**src/rtl/i2c_resp_pkg.sv**
```systemverilog
// Shared types and constants for the WM8731-style I2C codec responder.
package i2c_resp_pkg;

  localparam int unsigned BYTE_W       = 8;
  localparam int unsigned BIT_CNT_W    = 3;
  localparam int unsigned REG_AW       = 7;
  localparam int unsigned REG_DW       = 9;
  localparam int unsigned CNT_W        = 8;
  localparam int unsigned SHADOW_AW    = 4;
  localparam int unsigned SHADOW_DEPTH = 16;

  localparam logic RW_WRITE = 1'b0;
  localparam logic RW_READ  = 1'b1;

  // WM8731 register indices
  localparam logic [SHADOW_AW-1:0] REG_LLINE_IN   = 4'd0;
  localparam logic [SHADOW_AW-1:0] REG_RLINE_IN   = 4'd1;
  localparam logic [SHADOW_AW-1:0] REG_LHP_OUT    = 4'd2;
  localparam logic [SHADOW_AW-1:0] REG_RHP_OUT    = 4'd3;
  localparam logic [SHADOW_AW-1:0] REG_APATH      = 4'd4;
  localparam logic [SHADOW_AW-1:0] REG_DPATH      = 4'd5;
  localparam logic [SHADOW_AW-1:0] REG_POWER      = 4'd6;
  localparam logic [SHADOW_AW-1:0] REG_IFACE      = 4'd7;
  localparam logic [SHADOW_AW-1:0] REG_SRATE      = 4'd8;
  localparam logic [SHADOW_AW-1:0] REG_ACTIVE     = 4'd9;
  localparam logic [SHADOW_AW-1:0] REG_LAST_DEF   = 4'd10;
  localparam logic [SHADOW_AW-1:0] REG_RESET      = 4'd15;

  typedef enum logic [2:0] {
    ST_IDLE,
    ST_ADDR,
    ST_ACK_A,
    ST_BYTE1,
    ST_ACK_1,
    ST_BYTE2,
    ST_ACK_2,
    ST_IGNORE
  } state_e;

  typedef struct packed {
    logic [REG_AW-1:0] addr;
    logic [REG_DW-1:0] data;
  } reg_wr_t;

  // Power-on defaults for registers 0..10
  function automatic logic [REG_DW-1:0] wm8731_default(input logic [SHADOW_AW-1:0] idx);
    logic [REG_DW-1:0] val;
    val = '0;
    case (idx)
      REG_LLINE_IN: val = 9'h097;
      REG_RLINE_IN: val = 9'h097;
      REG_LHP_OUT:  val = 9'h079;
      REG_RHP_OUT:  val = 9'h079;
      REG_APATH:    val = 9'h00A;
      REG_DPATH:    val = 9'h008;
      REG_POWER:    val = 9'h09F;
      REG_IFACE:    val = 9'h00A;
      REG_SRATE:    val = 9'h000;
      REG_ACTIVE:   val = 9'h000;
      default:      val = 9'h000;
    endcase
    return val;
  endfunction

endpackage

```
**src/rtl/i2c_line_sync.sv**
```systemverilog
// SCL/SDA synchronizers plus one history stage; derives SCL edges and START/STOP.
module i2c_line_sync #(
  parameter int unsigned SYNC_STAGES = 2
) (
  input  logic i_clk,
  input  logic i_rst_n,
  input  logic i_scl,
  input  logic i_sda,
  output logic o_sda,
  output logic o_scl_rise_c,
  output logic o_scl_fall_c,
  output logic o_start_c,
  output logic o_stop_c
);

  logic [SYNC_STAGES-1:0] scl_sync_q;
  logic [SYNC_STAGES-1:0] sda_sync_q;
  logic                   scl_hist_q;
  logic                   sda_hist_q;
  logic                   scl_s;
  logic                   sda_s;

  // Idle bus is high, so the chains come out of reset at 1
  always_ff @(posedge i_clk or negedge i_rst_n) begin
    if (!i_rst_n) begin
      scl_sync_q <= '1;
      sda_sync_q <= '1;
      scl_hist_q <= 1'b1;
      sda_hist_q <= 1'b1;
    end else begin
      scl_sync_q <= {scl_sync_q[SYNC_STAGES-2:0], i_scl};
      sda_sync_q <= {sda_sync_q[SYNC_STAGES-2:0], i_sda};
      scl_hist_q <= scl_sync_q[SYNC_STAGES-1];
      sda_hist_q <= sda_sync_q[SYNC_STAGES-1];
    end
  end

  assign scl_s = scl_sync_q[SYNC_STAGES-1];
  assign sda_s = sda_sync_q[SYNC_STAGES-1];

  // START/STOP need SCL steady high across both samples, so a coincident SCL edge reads as data
  assign o_sda        = sda_s;
  assign o_scl_rise_c = scl_s & ~scl_hist_q;
  assign o_scl_fall_c = ~scl_s & scl_hist_q;
  assign o_start_c    = scl_s & scl_hist_q & ~sda_s & sda_hist_q;
  assign o_stop_c     = scl_s & scl_hist_q & sda_s & ~sda_hist_q;

endmodule

```
**src/rtl/i2c_codec_responder.sv**
```systemverilog
// WM8731 control-port emulator: ACKs 3-byte writes and strobes each decoded register write.
// Define I2C_RESP_SHADOW_EN to add a 16x9 shadow register file with an async read port.
module i2c_codec_responder
  import i2c_resp_pkg::*;
#(
  parameter logic [6:0]  DEV_ADDR    = 7'h1A,
  parameter int unsigned SYNC_STAGES = 2
) (
  input  logic                i_clk,
  input  logic                i_rst_n,
  input  logic                i_scl,
  input  logic                i_sda,
  output logic                o_sda_oe,
  output logic                o_reg_wr_valid,
  output logic [REG_AW-1:0]   o_reg_addr,
  output logic [REG_DW-1:0]   o_reg_data,
  output logic [CNT_W-1:0]    o_wr_count,
  output logic                o_busy,
  output logic                o_err
`ifdef I2C_RESP_SHADOW_EN
  ,
  input  logic [SHADOW_AW-1:0] i_rd_addr,
  output logic [REG_DW-1:0]    o_rd_data
`endif
);

  logic sda_s;
  logic scl_rise;
  logic scl_fall;
  logic start_det;
  logic stop_det;

  i2c_line_sync #(
    .SYNC_STAGES (SYNC_STAGES)
  ) u_line_sync (
    .i_clk        (i_clk),
    .i_rst_n      (i_rst_n),
    .i_scl        (i_scl),
    .i_sda        (i_sda),
    .o_sda        (sda_s),
    .o_scl_rise_c (scl_rise),
    .o_scl_fall_c (scl_fall),
    .o_start_c    (start_det),
    .o_stop_c     (stop_det)
  );

  state_e                 state_q,    state_d;
  logic [BIT_CNT_W-1:0]   bit_cnt_q,  bit_cnt_d;
  logic [BYTE_W-1:0]      shift_q,    shift_d;
  logic [BYTE_W-1:0]      byte1_q,    byte1_d;
  logic                   sda_oe_q,   sda_oe_d;
  logic                   matched_q,  matched_d;
  logic                   busy_q,     busy_d;
  logic                   err_q,      err_d;
  reg_wr_t                wr_q,       wr_d;
  logic [CNT_W-1:0]       wr_cnt_q,   wr_cnt_d;
  logic                   wr_pend_q,  wr_pend_d;
  logic                   wr_valid_q;

  logic [BYTE_W-1:0]      byte_in;
  logic                   last_bit;

  assign byte_in  = {shift_q[BYTE_W-2:0], sda_s};
  assign last_bit = (bit_cnt_q == BIT_CNT_W'(BYTE_W - 1));

  // Next-state: STOP and START override whatever the byte engine is doing
  always_comb begin
    state_d   = state_q;
    bit_cnt_d = bit_cnt_q;
    shift_d   = shift_q;
    byte1_d   = byte1_q;
    sda_oe_d  = sda_oe_q;
    matched_d = matched_q;
    busy_d    = busy_q;
    err_d     = err_q;
    wr_d      = wr_q;
    wr_cnt_d  = wr_cnt_q;
    wr_pend_d = 1'b0;

    if (stop_det) begin
      if (matched_q && (state_q != ST_IGNORE) && (state_q != ST_IDLE)) begin
        err_d = 1'b1;
      end
      state_d   = ST_IDLE;
      bit_cnt_d = '0;
      sda_oe_d  = 1'b0;
      matched_d = 1'b0;
      busy_d    = 1'b0;
    end else if (start_det) begin
      state_d   = ST_ADDR;
      bit_cnt_d = '0;
      sda_oe_d  = 1'b0;
      matched_d = 1'b0;
      busy_d    = 1'b1;
    end else begin
      unique case (state_q)
        ST_ADDR: begin
          if (scl_rise) begin
            shift_d   = byte_in;
            bit_cnt_d = bit_cnt_q + BIT_CNT_W'(1);
            if (last_bit) begin
              if (byte_in[7:1] == DEV_ADDR && byte_in[0] == RW_WRITE) begin
                matched_d = 1'b1;
                state_d   = ST_ACK_A;
              end else begin
                // Reads are unsupported: flag only when they target this device
                if (byte_in[7:1] == DEV_ADDR) err_d = 1'b1;
                state_d = ST_IGNORE;
              end
            end
          end
        end
        ST_BYTE1: begin
          if (scl_rise) begin
            shift_d   = byte_in;
            bit_cnt_d = bit_cnt_q + BIT_CNT_W'(1);
            if (last_bit) begin
              byte1_d = byte_in;
              state_d = ST_ACK_1;
            end
          end
        end
        ST_BYTE2: begin
          if (scl_rise) begin
            shift_d   = byte_in;
            bit_cnt_d = bit_cnt_q + BIT_CNT_W'(1);
            if (last_bit) state_d = ST_ACK_2;
          end
        end
        ST_ACK_A, ST_ACK_1, ST_ACK_2: begin
          // First falling edge starts the ACK slot, the second one ends it
          if (scl_fall) begin
            if (!sda_oe_q) begin
              sda_oe_d = 1'b1;
            end else begin
              sda_oe_d = 1'b0;
              if (state_q == ST_ACK_A) begin
                state_d = ST_BYTE1;
              end else if (state_q == ST_ACK_1) begin
                state_d = ST_BYTE2;
              end else begin
                wr_d.addr = byte1_q[7:1];
                wr_d.data = {byte1_q[0], shift_q};
                wr_cnt_d  = wr_cnt_q + CNT_W'(1);
                wr_pend_d = 1'b1;
                state_d   = ST_IGNORE;
              end
            end
          end
        end
        ST_IGNORE: begin
          if (scl_rise) begin
            bit_cnt_d = bit_cnt_q + BIT_CNT_W'(1);
            if (last_bit && matched_q) err_d = 1'b1;
          end
        end
        default: begin
        end
      endcase
    end
  end

  always_ff @(posedge i_clk or negedge i_rst_n) begin
    if (!i_rst_n) begin
      state_q    <= ST_IDLE;
      bit_cnt_q  <= '0;
      shift_q    <= '0;
      byte1_q    <= '0;
      sda_oe_q   <= 1'b0;
      matched_q  <= 1'b0;
      busy_q     <= 1'b0;
      err_q      <= 1'b0;
      wr_q       <= '0;
      wr_cnt_q   <= '0;
      wr_pend_q  <= 1'b0;
      wr_valid_q <= 1'b0;
    end else begin
      state_q    <= state_d;
      bit_cnt_q  <= bit_cnt_d;
      shift_q    <= shift_d;
      byte1_q    <= byte1_d;
      sda_oe_q   <= sda_oe_d;
      matched_q  <= matched_d;
      busy_q     <= busy_d;
      err_q      <= err_d;
      wr_q       <= wr_d;
      wr_cnt_q   <= wr_cnt_d;
      wr_pend_q  <= wr_pend_d;
      wr_valid_q <= wr_pend_q;
    end
  end

  assign o_sda_oe       = sda_oe_q;
  assign o_reg_wr_valid = wr_valid_q;
  assign o_reg_addr     = wr_q.addr;
  assign o_reg_data     = wr_q.data;
  assign o_wr_count     = wr_cnt_q;
  assign o_busy         = busy_q;
  assign o_err          = err_q;

`ifdef I2C_RESP_SHADOW_EN
  logic [REG_DW-1:0] shadow_q [SHADOW_DEPTH];

  // Shadow updates ride on the strobe cycle, when wr_q already holds the new write
  always_ff @(posedge i_clk or negedge i_rst_n) begin
    if (!i_rst_n) begin
      for (int unsigned i = 0; i < SHADOW_DEPTH; i++) begin
        shadow_q[SHADOW_AW'(i)] <= '0;
      end
    end else if (wr_pend_q) begin
      if (wr_q.addr <= REG_AW'(REG_LAST_DEF)) begin
        shadow_q[wr_q.addr[SHADOW_AW-1:0]] <= wr_q.data;
      end else if (wr_q.addr == REG_AW'(REG_RESET)) begin
        for (int unsigned i = 0; i <= 10; i++) begin
          shadow_q[SHADOW_AW'(i)] <= wm8731_default(SHADOW_AW'(i));
        end
      end
    end
  end

  assign o_rd_data = shadow_q[i_rd_addr];
`endif

endmodule

```
**config.mk**
```make
export PLATFORM = sky130hd
export DESIGN_NAME = i2c_codec_responder
export DESIGN_NICKNAME = d
export VERILOG_FILES = /design/src/rtl/i2c_resp_pkg.sv /design/src/rtl/i2c_line_sync.sv /design/src/rtl/i2c_codec_responder.sv
export SDC_FILE = /design/constraint.sdc
export NUM_CORES = 1
export LEC_CHECK = 0
export CORE_MARGIN = 10
export CORE_UTILIZATION = 56
export CTS_BUF_LIST = sky130_fd_sc_hd__clkbuf_2 sky130_fd_sc_hd__clkbuf_4 sky130_fd_sc_hd__clkbuf_8
export DETAILED_ROUTE_END_ITERATION = 7
export PLACE_DENSITY_LB_ADDON = 0.2
export SYNTH_ARGS = -nofsm -noshare
export SYNTH_HDL_FRONTEND = slang
export SYNTH_SLANG_ARGS = --single-unit
```
**constraint.sdc**
```tcl
create_clock -name i_clk -period 2.7 [get_ports i_clk]
set_clock_uncertainty 0.05 [all_clocks]
set_input_delay 0.54 -clock i_clk [delete_from_list [all_inputs] [get_ports i_clk]]
set_output_delay 0.54 -clock i_clk [all_outputs]
set_load 0.01 [all_outputs]
```
Yosys cells after proc, flatten, opt, wreduce, memory -nomap -nowiden
Cells that the tools add are included.

storage, ports and cells
  register bits = 58
  bits of input ports = 4
  memory bits (writable) = 0
  latch bits = 0
  memories kept = 0
  memory bits (read-only) = 0

operators by class
  $lt $le $gt $ge = 0
  div/mod/pow operators = 0
  multipliers = 0
  mux-type cells = 48
  bitwise gates (word level) = 15
  reduce and logical (&&, ||, !) cells = 26
  shift operators = 0
  equal/unequal tests = 26
  add/sub/neg operators = 2

operator list
  kind                 count
  $mux 3               16
  $ne 4x4->1 const B   8
  $mux 1               29
  $reduce_bool 3->1    9
  $ne 3x3->1 const B   7
  $reduce_and 9->1     2
  $eq 3x3->1 const B   5
  $pmux 3 s4           1
  $add 8x1->8 const B  1
  $not 1->1            8
  $reduce_and 4->1     2
  $and 1x1->1          7
  $eq 7x5->1 const B   1
  $reduce_and 7->1     1
  $eq 3x2->1 const B   2
  $reduce_bool 6->1    1
  $reduce_or 3->1      2
  $reduce_and 5->1     1
  $logic_and 1x1->1    4
  $ne 2x1->1 const B   2
  $reduce_and 2->1     2
  $reduce_or 4->1      1
  $add 3x1->3 const B  1
  $eq 3x1->1 const B   1
  3 further kinds      3

Longest topological paths before layout
  depth in word-level cells = 8
  gate-level depth with buffers = 6
  mapped depth without buffers = 6

Cells and area by module
From an unflattened synthesis, not the netlist that was laid out.

second synthesis, totals
  cells, all modules = 217
  area total of the unflattened synthesis = 2469.9 um^2

modules (own cells, without submodules)
  module               instances  cells each  area each (um^2)  sequential area each (um^2)
  i2c_codec_responder  1          207         2279.7            1301.2
  i2c_line_sync        1          10          190.2             157.7

Least setup slack after synthesis
Ideal clock, no wire load.

  path type = register -> register
  from = register u_line_sync.scl_sync_q[1]
  to = register byte1_q[0]
  slack = 838 ps
  required time = 2525 ps
  period minus slack after synthesis = 1862 ps
  cell stages (with the launch flop) = 5
  arrival = 1687 ps
  cells stage by stage = dfstp_2 > buf_2 > nand4b_1 > nor3b_2 > mux2_2

on the way
  cells in the longest elaborated chain, start to end = 5
  elaborated cells between the ends (all ways) = 9
  classes of those cells = bitwise (8); reduce/logical (1)

ends and longest elaborated chain
  element                                      RTL line                                  RTL
  start, declared                              i2c_line_sync.sv:16                       logic [SYNC_STAGES-1:0] scl_sync_q;
  start signal, assigned                       i2c_line_sync.sv:31                       scl_sync_q <= {scl_sync_q[SYNC_STAGES-2:0], i_scl};
  $and 1x1->1                                  i2c_line_sync.sv:45, i2c_line_sync.sv:46
  $and 1x1->1 (on tied branches) (2 in a row)  i2c_line_sync.sv:46, i2c_line_sync.sv:45
  $not 1->1 (no line)                          -
  $reduce_and 5->1 (no line) *                 -
  end signal, assigned                         i2c_codec_responder.sv:181                byte1_q <= byte1_d;
  end, declared                                i2c_codec_responder.sv:50                 logic [BYTE_W-1:0] byte1_q, byte1_d;

Every way passes the cells marked *; elsewhere a longest branch is shown, timed or not.
A chain may end at the register's enable or synchronous reset.

Final worst setup path
  from = register bit_cnt_q[0]
  to = register byte1_q[5]

on the way
  cells in the longest elaborated chain, start to end = 2

ends and longest elaborated chain
  element                     RTL line                    RTL
  start, declared             i2c_codec_responder.sv:48   logic [BIT_CNT_W-1:0] bit_cnt_q, bit_cnt_d;
  start signal, assigned      i2c_codec_responder.sv:179  bit_cnt_q <= bit_cnt_d;
  $eq 3x3->1                  i2c_codec_responder.sv:64   assign last_bit = (bit_cnt_q == BIT_CNT_W'(BYTE_W - 1));
  $reduce_and 5->1 (no line)  -

No other way between the ends.

==> impl_metrics.py <==
metrics = {
    "run_status": {
        "status": "completed",
    },
    "sta": {
        "whs_ns": 0.299,
        "hold_viol_final": 0,
        "period_share": 0.777,
        "finalSetupViolations": 0,
        "timing.final.crit_period_ns": 2.10,
        "tightest_slew_ns": 0.703,
        "setup-tns-final_ns": 0,
        "slew_viol_final": 0,
        "rsz0062_at_grt": "false",
        "max_freq_ghz": 0.477,
        "slew_headroom": 0.529,
    },
    "critical_path": {
        "path_cells": "ha_1 -> ha_1 -> nand4b_1 -> nor3b_2 -> mux2_2",
        "path_buf_inv": 0,
        "r2r_setup_slack_ns": 0.60,
        "cp-startpoint": "bit_cnt_q[0]",
        "cp_slowest_cell": "nor3b_2",
        "path_class": "reg2reg",
        "cp.arrival_ns": 2.25,
        "cp-end-kind": "flop",
        "cp-start-kind": "flop",
        "crit_family": "simple AND/OR/NAND/NOR gates",
        "ff2ff_path_depth": 5,
        "r2r-start": "bit_cnt_q[0]",
        "critPathRequiredTime_ns": 2.86,
        "r2r-end": "byte1_q[5]",
        "cp_slowest_stage_delay_ns": 0.66,
        "path_max_fanout": 9,
        "cpMostUsedCell": "ha_1",
    },
    "floorplan": {
        "core.rowCount": 23,
        "start_util": 0.590,
        "die_w_um": 85.6,
        "core_mm2": 0.00409,
        "die_area_mm2": 0.00733,
        "io_pins": 32,
        "die_h_um": 85.6,
    },
    "cells_and_area": {
        "diodes": 0,
        "nets": 224,
        "drive_gt1_frac": 0.267,
        "final_cells": 271,
        "fillers": 278,
        "area_growth_pct": 22.5,
    },
    "pwr": {
        "p_int_mw": 1.45,
        "p_leak_nw": 1.37,
        "comb_power_share": 0.093,
        "clkPwrFrac": 0.364,
        "switching_share": 0.251,
        "power_density_mw_per_mm2": 656,
        "power_switching_mw": 0.486,
        "p_total_mw": 1.94,
        "power_frac_seq": 0.543,
        "ir_worst_vdd_mv": 0.474,
    },
    "logic_synthesis": {
        "yosys_warnings": 0,
        "synth_area_mm2": 0.00241,
        "ys_seq_elements": 58,
        "synth_async_sr_flop_share": 1.00,
        "yosys_most_used_dff": "dfrtp_1",
        "avgSynthCellArea_um2": 13.4,
        "ys_seq_area_frac": 0.605,
        "synth-edff-count": 0,
        "syn_inst": 180,
        "synth_cell_type_count": 38,
        "syn-num-nets": 187,
    },
    "placed_design": {
        "globalplace.congestion": 0.775,
        "dp_hpwl_mm": 3.28,
        "port_buffers": 31,
        "dp_cells": 256,
    },
    "route": {
        "viasPerCell": 5.66,
        "drtIter0Drc": 118,
        "wl_per_cell_um": 17.4,
        "wirelength_mm": 4.72,
        "drc": 0,
        "drt_pass1_iterations": 4,
        "postRouteAntennaNets": 0,
        "num_vias": 1533,
    },
    "clock_tree": {
        "cts_max_level": 3,
        "cts_root_buf": "clkbuf_8",
        "clk_latency_ns": 0.32,
        "cts_tree": "built",
        "clkTransAtPathRegs_ns": 0.06,
        "ctsLongestPathBuffers": 2,
        "cts_buffers": 9,
        "cts_sinks": 58,
        "postCtsResizedCells": 0,
        "post_cts_buffers": 0,
        "cts_hold_buf": 0,
    },
    "global_route": {
        "grt_antenna_before_repair": 0,
        "grt_pass1_wl_mm": 8.11,
        "grt_pass1_vias": 1669,
        "grt_usage": 0.138,
        "gr-total-overflow": 0,
        "grt_max_degree": 59,
    },
    "min_path": {
        "hold_path.class": "in2async",
    },
    "run": {
        "cap_violations": 0,
    },
}
==> power groups by stage <==
stage                     clock, mW  combinational (mW)  sequential [mW]
after floorplan                   0               0.143             1.02
after global placement            0               0.168             1.06
after detailed placement          0               0.180             1.07
after CTS                     0.721               0.183             1.05
after global routing          0.766               0.204             1.07
final                         0.705               0.180             1.05
==> worst max path at each step <==
| stage | end | cells after the start |
|---|---|---|
| detailed placement | byte1_q[3] | 5 |
| CTS | byte1_q[3] | 5 |
| global route | byte1_q[3] | 5 |
| floorplan | byte1_q[0] | 4 |
| finish | byte1_q[5] | 5 |
| global placement | byte1_q[3] | 5 |
==> layout by cell type, fill, tap and decap left out, types with 2 or more instances in the layout <==
| cell | synthesis | final |
|---|---|---|
| nor3_1 | 2 | 2 |
| nand3_1 | 2 | 2 |
| o221ai_1 | 2 | 2 |
| o21ai_0 | 3 | 3 |
| dfrtp_1 | 52 | 52 |
| clkbuf_4 | 0 | 2 |
| mux2_1 | 2 | 2 |
| clkdlybuf4s50_1 | 0 | 30 |
| inv_1 | 2 | 2 |
| ha_1 | 3 | 3 |
| mux2i_1 | 2 | 2 |
| a21oi_1 | 3 | 3 |
| xor2_1 | 3 | 3 |
| dfstp_2 | 6 | 6 |
| a31oi_1 | 3 | 3 |
| nand2_1 | 7 | 7 |
| mux2_2 | 31 | 31 |
| nand2b_1 | 3 | 3 |
| xnor2_1 | 8 | 8 |
| nand4bb_1 | 2 | 2 |
| or4b_1 | 2 | 2 |
| nand4b_1 | 2 | 2 |
| clkbuf_8 | 0 | 11 |
| nor2_1 | 14 | 14 |
| a21o_1 | 2 | 2 |
| nand4_1 | 4 | 4 |
==> area by class of cell <==
class | instances | area, µm² | area share
Clock inverter | 2 | 12.5 | 0.00423
Sequential cell | 58 | 1460 | 0.494
Inverter | 2 | 7.51 | 0.00254
Timing Repair Buffer | 33 | 333 | 0.113
Multi-Input combinational cell | 113 | 915 | 0.309
Clock buffer | 13 | 166 | 0.0563
Tap cell | 50 | 62.6 | 0.0212
==> per-stage QoR <==
stage	worst slack [ns]	util	area, µm²
after CTS	0.589	0.723	2960
after global routing	0.538	0.723	2960
after detailed placement	0.601	0.679	2780
after global placement	0.686	0.679	2780
final	0.602	0.723	2960
after floorplan	0.838	-	2410
==> cells by family (layout without fill, tap and decap cells) <==
kind of cell,Yosys count,after routing,synth area share
xor+xnor,11,11,0.0399
buf+inv,9,50,0.0161
fa+ha+maj,3,3,0.0156
flops,58,58,0.605
simple gates,48,48,0.117
mux,35,35,0.162
compound gates,16,16,0.0441
==> flip-flops by register name (all words and copies together), names as in the netlist, 2 cells and up <==
register                count
u_line_sync.scl_sync_q      2
state_q                     3
shift_q                     8
o_reg_data                  9
bit_cnt_q                   3
u_line_sync.sda_sync_q      2
o_wr_count                  8
o_reg_addr                  7
byte1_q                     8
==> synthesized netlist by cell type, types with 2 or more instances <==
library cell / instances / area, µm²
ha_1: 3 / 37.5
dfstp_2: 6 / 158
nand4_1: 4 / 25.0
a21o_1: 2 / 15.0
mux2_1: 2 / 22.5
mux2i_1: 2 / 20.0
xnor2_1: 8 / 70.1
nor3_1: 2 / 10.0
dfrtp_1: 52 / 1300
a31oi_1: 3 / 18.8
clkbuf_1: 3 / 11.3
or4b_1: 2 / 20.0
nand4b_1: 2 / 17.5
nand2b_1: 3 / 18.8
mux2_2: 31 / 349
o21ai_0: 3 / 15.0
o221ai_1: 2 / 17.5
nand4bb_1: 2 / 22.5
a21oi_1: 3 / 15.0
buf_2: 4 / 20.0
nand3_1: 2 / 10.0
inv_1: 2 / 7.51
nor2_1: 14 / 52.6
nand2_1: 7 / 26.3
xor2_1: 3 / 26.3
==> layer usage <==
metal,vias to the layer above,share of wire,global-route usage
met5,-,0,0
met1,769,0.40,0.152
met4,0,0.0076,0.0689
li1,715,-,-
met3,5,0.069,0.0549
met2,44,0.52,0.225
==> worst register-to-register path, stage by stage (launching register included) <==
cell and delay (ns):
dfrtp_1 0.36, ha_1 0.15, ha_1 0.15, nand4b_1 0.19, nor3b_2 0.66, mux2_2 0.42
No activity file was read; power rests on OpenSTA's default activity.
